[src/rtl/cv32e40s_pkg.sv]
// rtl/cv32e40s_pkg.sv - shared types and limits for the instruction transaction adapter
//
// Purpose: state encoding of the address-phase adapter and the upper bound on
// the number of outstanding instruction transactions.
package cv32e40s_pkg;

  typedef enum logic {
    TRANS_TRANSPARENT,
    TRANS_REGISTERED
  } trans_adapter_state_e;

  localparam int unsigned MAX_OUTSTANDING_LIMIT = 4;

endpackage

[src/rtl/cv32e40s_instr_trans_adapter.sv]
// rtl/cv32e40s_instr_trans_adapter.sv - prefetcher-to-OBI instruction transaction adapter
//
// Purpose: gives the OBI address phase a stable address, limits and counts
// outstanding transactions, tags each with its pointer-access flag and drops
// responses of transactions that were killed.
// Ports:
//   clk, rst_n                      clock, asynchronous active-low reset
//   trans_valid_i/ready_o/addr_i    prefetcher request handshake and address
//   trans_ptr_access_i              request is a pointer fetch
//   kill_i                          discard responses of all older transactions
//   resp_valid_o/rdata_o/err_o      live response towards fetch (no backpressure)
//   resp_ptr_access_o               pointer flag of the answered transaction
//   outstanding_o                   accepted-but-unanswered count
//   obi_req_o/gnt_i/addr_o          OBI address phase
//   obi_rvalid_i/rdata_i/err_i      OBI response phase
module cv32e40s_instr_trans_adapter
  import cv32e40s_pkg::*;
#(
  parameter int unsigned MAX_OUTSTANDING = 2
) (
  input  logic        clk,
  input  logic        rst_n,
  input  logic        trans_valid_i,
  output logic        trans_ready_o,
  input  logic [31:0] trans_addr_i,
  input  logic        trans_ptr_access_i,
  input  logic        kill_i,
  output logic        resp_valid_o,
  output logic [31:0] resp_rdata_o,
  output logic        resp_err_o,
  output logic        resp_ptr_access_o,
  output logic [2:0]  outstanding_o,
  output logic        obi_req_o,
  input  logic        obi_gnt_i,
  output logic [31:0] obi_addr_o,
  input  logic        obi_rvalid_i,
  input  logic [31:0] obi_rdata_i,
  input  logic        obi_err_i
);

  localparam int unsigned PTR_W = (MAX_OUTSTANDING > 1) ? $clog2(MAX_OUTSTANDING) : 1;
  localparam logic [2:0]       MAX_CNT  = 3'(MAX_OUTSTANDING);
  localparam logic [PTR_W-1:0] LAST_IDX = PTR_W'(MAX_OUTSTANDING - 1);

  if (MAX_OUTSTANDING < 1 || MAX_OUTSTANDING > MAX_OUTSTANDING_LIMIT) begin : g_bad_param
    $error("MAX_OUTSTANDING out of range");
  end

  trans_adapter_state_e       state_q;
  logic [31:0]                addr_q;
  logic [2:0]                 cnt_q;
  logic [2:0]                 cnt_d;
  logic [2:0]                 discard_q;
  logic [2:0]                 discard_d;
  logic [MAX_OUTSTANDING-1:0] flag_q;
  logic [PTR_W-1:0]           wptr_q;
  logic [PTR_W-1:0]           rptr_q;
  logic                       can_issue;
  logic                       accept;

  // A response arriving this cycle does not free a slot: no bypass path.
  assign can_issue = cnt_q < MAX_CNT;

  always_comb begin
    obi_req_o     = 1'b0;
    obi_addr_o    = trans_addr_i;
    trans_ready_o = 1'b0;
    case (state_q)
      TRANS_TRANSPARENT: begin
        obi_req_o     = trans_valid_i && can_issue;
        obi_addr_o    = trans_addr_i;
        trans_ready_o = can_issue;
      end
      TRANS_REGISTERED: begin
        // Parked request: already accepted, held until granted, never retracted.
        obi_req_o     = 1'b1;
        obi_addr_o    = addr_q;
        trans_ready_o = 1'b0;
      end
      default: ;
    endcase
  end

  assign accept = trans_valid_i && trans_ready_o;

  assign resp_valid_o      = obi_rvalid_i && (discard_q == 3'd0) && !kill_i;
  assign resp_rdata_o      = obi_rdata_i;
  assign resp_err_o        = obi_err_i;
  assign resp_ptr_access_o = flag_q[rptr_q];
  assign outstanding_o     = cnt_q;

  always_comb begin
    cnt_d = cnt_q;
    case ({accept, obi_rvalid_i})
      2'b10:   cnt_d = cnt_q + 3'd1;
      2'b01:   cnt_d = cnt_q - 3'd1;
      default: cnt_d = cnt_q;
    endcase
  end

  // Kill covers every transaction accepted before this cycle, including one
  // still parked; the one answered in the kill cycle is already gone.
  always_comb begin
    discard_d = discard_q;
    if (kill_i) begin
      discard_d = cnt_q - {2'b00, obi_rvalid_i};
    end else if (obi_rvalid_i && (discard_q != 3'd0)) begin
      discard_d = discard_q - 3'd1;
    end
  end

  always_ff @(posedge clk or negedge rst_n) begin
    if (!rst_n) begin
      state_q <= TRANS_TRANSPARENT;
      addr_q  <= 32'h0;
    end else begin
      case (state_q)
        TRANS_TRANSPARENT: begin
          if (obi_req_o && !obi_gnt_i) begin
            addr_q  <= trans_addr_i;
            state_q <= TRANS_REGISTERED;
          end
        end
        TRANS_REGISTERED: begin
          if (obi_gnt_i) begin
            state_q <= TRANS_TRANSPARENT;
          end
        end
        default: state_q <= TRANS_TRANSPARENT;
      endcase
    end
  end

  always_ff @(posedge clk or negedge rst_n) begin
    if (!rst_n) begin
      cnt_q     <= 3'd0;
      discard_q <= 3'd0;
    end else begin
      cnt_q     <= cnt_d;
      discard_q <= discard_d;
    end
  end

  // Pointer-flag FIFO: pushed on accept, popped on every response (live or dropped).
  always_ff @(posedge clk or negedge rst_n) begin
    if (!rst_n) begin
      flag_q <= '0;
      wptr_q <= '0;
      rptr_q <= '0;
    end else begin
      if (accept) begin
        flag_q[wptr_q] <= trans_ptr_access_i;
        wptr_q         <= (wptr_q == LAST_IDX) ? '0 : wptr_q + 1'b1;
      end
      if (obi_rvalid_i) begin
        rptr_q <= (rptr_q == LAST_IDX) ? '0 : rptr_q + 1'b1;
      end
    end
  end

`ifndef SYNTHESIS
  a_no_rvalid_idle: assert property (@(posedge clk) disable iff (!rst_n)
    obi_rvalid_i |-> (cnt_q != 3'd0));
  a_cnt_max: assert property (@(posedge clk) disable iff (!rst_n)
    cnt_q <= MAX_CNT);
  a_discard_le_cnt: assert property (@(posedge clk) disable iff (!rst_n)
    discard_q <= cnt_q);
  a_addr_stable: assert property (@(posedge clk) disable iff (!rst_n)
    (obi_req_o && !obi_gnt_i) |=> (obi_req_o && (obi_addr_o == $past(obi_addr_o))));
`endif

endmodule

[config.mk]
export PLATFORM = sky130hd
export DESIGN_NAME = cv32e40s_instr_trans_adapter
export DESIGN_NICKNAME = d
export VERILOG_FILES = /design/src/rtl/cv32e40s_pkg.sv /design/src/rtl/cv32e40s_instr_trans_adapter.sv
export SDC_FILE = /design/constraint.sdc
export NUM_CORES = 1
export LEC_CHECK = 0
export CAP_MARGIN = 20
export CELL_PAD_IN_SITES_DETAIL_PLACEMENT = 1
export CELL_PAD_IN_SITES_GLOBAL_PLACEMENT = 1
export CORE_AREA = 2 2 104 96
export DETAILED_ROUTE_END_ITERATION = 10
export DIE_AREA = 0 0 106 98
export GPL_TIMING_DRIVEN = 0
export PLACE_DENSITY_LB_ADDON = 0.1
export SLEW_MARGIN = 20
export SYNTH_ARGS = -nofsm -noshare
export SYNTH_HDL_FRONTEND = slang
export SYNTH_SLANG_ARGS = --single-unit
[constraint.sdc]
create_clock -name clk -period 3 [get_ports clk]
set_input_delay 0.6 -clock clk [delete_from_list [all_inputs] [get_ports clk]]
set_output_delay 0.6 -clock clk [all_outputs]
set_load 0.01 [all_outputs]
After elaboration in Yosys (flattened, before gate mapping)
Index checks and enable logic that the tools add are counted.
Widths: inputs -> output; s select.

word-level totals
  bits in registers = 43
  bits of input ports = 72
  output and inout port bits = 72
  logic and storage cells = 50

cells by class
  $add $sub $neg = 6
  magnitude comparators = 4
  eq/ne operators = 2
  muxes and demuxes = 16
  bitwise logic cells = 1
  reduce and logical (&&, ||, !) cells = 14

operators by type and width
  kind                 count
  $pmux 32 s2          1
  $logic_and 1x1->1    7
  $mux 1               7
  $mux 3               2
  $pmux 1 s2           3
  $pmux 3 s2           1
  $sub 3x1->3 const B  2
  $lt 1x2->1 const B   2
  $reduce_bool 2->1    2
  $add 3x1->3 const B  1
  $logic_not 3->1      1
  $lt 3x2->1 const B   1
  $reduce_bool 3->1    1
  $sub 3x1->3          1
  $add 1x1->1 const B  2
  $bwmux 2             1
  $eq 2x1->1 const B   1
  $eq 2x2->1 const B   1
  $logic_not 1->1      2
  $reduce_and 2->1     1
  $demux 1 s1          1
  $ge 1x1->1 const B   1
  $not 1->1            1

Logic depth before layout (Yosys ltp)
  depth in word-level cells = 6
  depth in mapped cells = 8
  gate-level depth less buffers = 6

Worst setup path after synthesis
No wires, ideal clock.

  path kind = input -> register
  from = input port trans_valid_i
  to = register cnt_q[2], in the netlist outstanding_o[2]
  library setup time = 122 ps
  arrival time = 2,087 ps
  data required time = 2,878 ps
  setup slack = 791 ps
  stages = 7
  buffers on the path = 1
  cell sequence = or4b_4 buf_6 ha_1 fa_1 xnor2_1 nor2_1 xnor2_1

between the ends
  longest elaborated chain between the ends = 3
  elaborated cells on any way between the ends = 5

RTL lines
  element                                                 RTL line                             source
  start, declared                                         cv32e40s_instr_trans_adapter.sv:23   input logic trans_valid_i,
  $logic_and 1x1->1 (*)                                   cv32e40s_instr_trans_adapter.sv:84   assign accept = trans_valid_i && trans_ready_o;
  $eq 2x1->1 / $eq 2x2->1 (equally long branches)         cv32e40s_instr_trans_adapter.sv:94   case ({accept, obi_rvalid_i})
  $pmux 3 s2 / $reduce_bool 2->1 (equally long branches)  --
  end signal, assigned                                    cv32e40s_instr_trans_adapter.sv:139  cnt_q <= cnt_d;
  end, declared                                           cv32e40s_instr_trans_adapter.sv:51   logic [2:0] cnt_q;

Every way passes the cells marked *; elsewhere a longest branch is shown, timed or not.
A chain may end at the register's enable or synchronous reset.

Worst setup path after layout
  from = register state_q
  to = output port obi_addr_o[13]

between the ends
  longest elaborated chain between the ends = 2

RTL lines
  element                 RTL line                             source
  start, declared         cv32e40s_instr_trans_adapter.sv:49   trans_adapter_state_e state_q;
  start signal, assigned  cv32e40s_instr_trans_adapter.sv:114  state_q <= TRANS_TRANSPARENT;
  start signal, assigned  cv32e40s_instr_trans_adapter.sv:121  state_q <= TRANS_REGISTERED;
  start signal, assigned  cv32e40s_instr_trans_adapter.sv:126  state_q <= TRANS_TRANSPARENT;
  $not 1->1 (no line)     --
  $pmux 32 s2 (*)         cv32e40s_instr_trans_adapter.sv:68   case (state_q)
  end, declared           cv32e40s_instr_trans_adapter.sv:35   output logic [31:0] obi_addr_o,

Marked as above.

==> impl_results.md <==
- Status: finished, final reports clean
- CP max-delay cell: clkbuf_1
- Fin crit share: 0.9214
- Setup_tns: 0 ns
- Switching pwr: 853.2 uW
- Inserted Clock Buffers: 5
- Syn nets: 272
- Hold Violations, Final: 0
- Ys Warns: 0
- Power Internal: 1953 uW
- Buffer and inverter count on the worst path: 3
- Crit path cell chain: buf_6, clkbuf_1, mux2_2, clkdlybuf4s50_1
- Cell family with most CP delay: buffers and inverters
- Sequential share of the synthesized area: 0.4121
- Grt total ovfl: 0
- Maxcap violations: 0
- Worst Setup SP: state_q
- Combinational Power Share: 0.496
- Slew margin rel.: 0.5858
- Max VDD drop: 0.0003278 V
- RR Endpoint: outstanding_o[2]
- Commonest non-fill, non-tap cells in the layout: 109 x clkdlybuf4s50_1, 43 x dfrtp_1, 38 x mux2_2, 33 x buf_4, 30 x mux2_4
- Postcts setup bufs: 0
- Routed len/inst: 14.06 um
- Die Ht: 98 um
- Setup-failing EPs final: 0
- Critical Path RT: 2.40 ns
- Antenna diodes: 0
- First drt pass iteration count: 3
- H-tree depth: 2
- Portion of total power attributed to the clock network: 0.130
- Leading cell type in the layout, fill and taps excluded: clkdlybuf4s50_1
- RSZ-0062 raised after global routing: no
- Clock Skew: 0.009120 ns
- Largest net degree at the start of global routing: 24
- Io pins: 144
- Layout cells sized above 1: 0.3770
- CP startpoint kind: register
- Final min period: 2.764 ns
- CP max stage delay: 0.49 ns
- Syn Std Cell Area: 2611 um2
- Initial DRC count: 29
- Port buffer count: 110
- Syn Inst Count: 194
- Number of global-route vias before repair: 2010
- Hold WC Path Type: in2async
- Post-layout instance area: 3970 um2
- Synth Area per Inst: 13.46 um2
- Die ar.: 10390 um2
- Die X: 106 um
- Worst-Skew Late Latency: 0.29 ns
- Core Region: 9402 um2
- # resized after CTS: 0
- RR Startpoint: state_q
- Final Net Count: 390
- Fillers: 1005
- Area Growth Syn to Fin: 52.04%
- Seq cells post-synth: 43
- Detail Route Antenna Nets: 0
- Hold Buf Count CTS: 0
- Sw frac: 0.3040
- R2R setup slack: 0.74 ns
- CP Data Arrival Time: 2.16 ns
- Initial antenna violation count: 0
- Row count: 34
- Worst slew pin tran: 0.6212 ns
- Cell Pwr Density: 706.9 nW/um2
- Via count: 1846
- Total track usage: 0.1207
- Static Leakage: 0.001700 uW
- Reg clk slew, reported paths: 0.09 ns
- Reg2Reg Depth: 8
- GPL Wtd Cong: 0.6895
- DP Wirelength: 4755 um
- Max frequency: 0.3618 GHz
- Fin. max-slew vios: 0
- DRC: 0
- First-pass GRT wire length: 10050 um
- Yosys cell types: 27
- Root buf cell: clkbuf_8
- Vias per inst: 4.205
- DRT Wirelength: 6174 um
- CTS max path bufs: 2
- # clock sinks: 43
- Power share of the sequential group: 0.373
- TritonCTS clock tree: yes
- Post-DP Area: 3885 um2
- Initial Utilization: 0.2777
- Crit Path Class: reg2out
- Crit-path max FO: 10
- CP Capture Type: output pin
## through the flow
| step | utilization | worst slack [ns] | total power (uW) | hold WS (ns) | std cells |
|---|---|---|---|---|---|
| 2_1_floorplan | - | 0.7907 | 1919 | 0.3044 | 194 |
| 3_3_place_gp | 0.4116 | 0.01003 | 2441 | 0.4764 | 430 |
| 3_5_place_dp | 0.4132 | 0.2089 | 2464 | 0.4861 | 431 |
| 4_1_cts | 0.4223 | 0.1635 | 2867 | 0.2881 | 439 |
| 5_1_grt | 0.4223 | 0.1090 | 3016 | 0.2984 | 439 |
| 6_report | 0.4223 | 0.2359 | 2806 | 0.2666 | 439 |
## sequential cells by signal (all words and copies together), names as in the netlist
name           flops
outstanding_o      3
discard_q          3
addr_q            32
state_q            1
wptr_q             1
flag_q             2
rptr_q             1
## layer usage
| metal | share of wire | vias up | track usage |
|---|---|---|---|
| li1 | - | 863 | - |
| met1 | 0.50 | 892 | 0.1715 |
| met2 | 0.44 | 86 | 0.1871 |
| met3 | 0.058 | 5 | 0.03004 |
| met4 | 0.0052 | 0 | 0.02429 |
| met5 | 0 | - | 0 |
## cells by family after synthesis
| family | count (synthesis) | synth area share |
|---|---|---|
| adder cells (fa/ha/maj) | 6 | 0.03162 |
| flip-flops | 43 | 0.4121 |
| XOR/XNOR | 6 | 0.02012 |
| AND/OR/NAND/NOR | 14 | 0.03689 |
| buffers and inverters | 49 | 0.1423 |
| multiplexers | 68 | 0.3364 |
| AO/OA/AOI/OAI | 8 | 0.02061 |
## Yosys cell counts
library cell / number / area (um2)
buf_6: 2 / 22.52
xnor2_1: 5 / 43.79
mux2_4: 30 / 450.4
or4b_4: 1 / 13.76
fa_1: 1 / 20.02
a21oi_1: 2 / 10.01
o21ai_0: 1 / 5.000
nor4bb_1: 1 / 10.01
nor2_8: 1 / 20.02
a31o_2: 1 / 8.760
a31oi_1: 1 / 6.260
nor2_1: 3 / 11.26
clkbuf_1: 3 / 11.26
ha_1: 5 / 62.56
o31a_1: 1 / 8.760
a211oi_1: 1 / 7.510
xor2_1: 1 / 8.760
a22oi_1: 1 / 7.510
buf_12: 3 / 60.06
nand2b_1: 1 / 6.260
buf_4: 33 / 247.7
dfrtp_1: 43 / 1076
nand2_1: 2 / 7.510
mux2_2: 38 / 427.9
inv_1: 8 / 30.03
nor2b_1: 2 / 12.51
nor3_1: 3 / 15.01
## power groups by stage
stage          sequential, uW  combinational [uW]  clock (uW)
6_report                 1050                1390         366
5_1_grt                  1090                1520         408
4_1_cts                  1050                1420         395
3_5_place_dp             1050                1410           0
3_3_place_gp             1050                1390           0
2_1_floorplan            1010                 905           0
## area by class of cell
cell class	instances	area (um2)	area share
repair buffers	111	1116	0.2811
clock inverters	2	12.51	0.003152
plain buffers	41	341.6	0.08604
multi-input cells	102	1164	0.2931
inverters	8	30.03	0.007564
clock buffers	6	72.57	0.01828
well taps	126	157.7	0.03971
flip-flops and latches	43	1076	0.2710
## worst reg2reg max path, cell delays in order (launching register included)
cell	delay, ns
dfrtp_1	0.38
buf_6	0.14
or4b_4	0.53
buf_6	0.15
ha_1	0.21
fa_1	0.39
xnor2_1	0.17
nor2_1	0.07
xnor2_1	0.12
## how the worst max path moves through the flow
stage | end | depth (start not counted)
6_report | obi_addr_o[13] | 4
5_1_grt | obi_addr_o[7] | 4
4_1_cts | obi_addr_o[14] | 4
3_5_place_dp | outstanding_o[2] | 8
3_3_place_gp | addr_q[17] | 1
2_1_floorplan | outstanding_o[2] | 7
No activity file was read; power rests on OpenSTA's default activity.
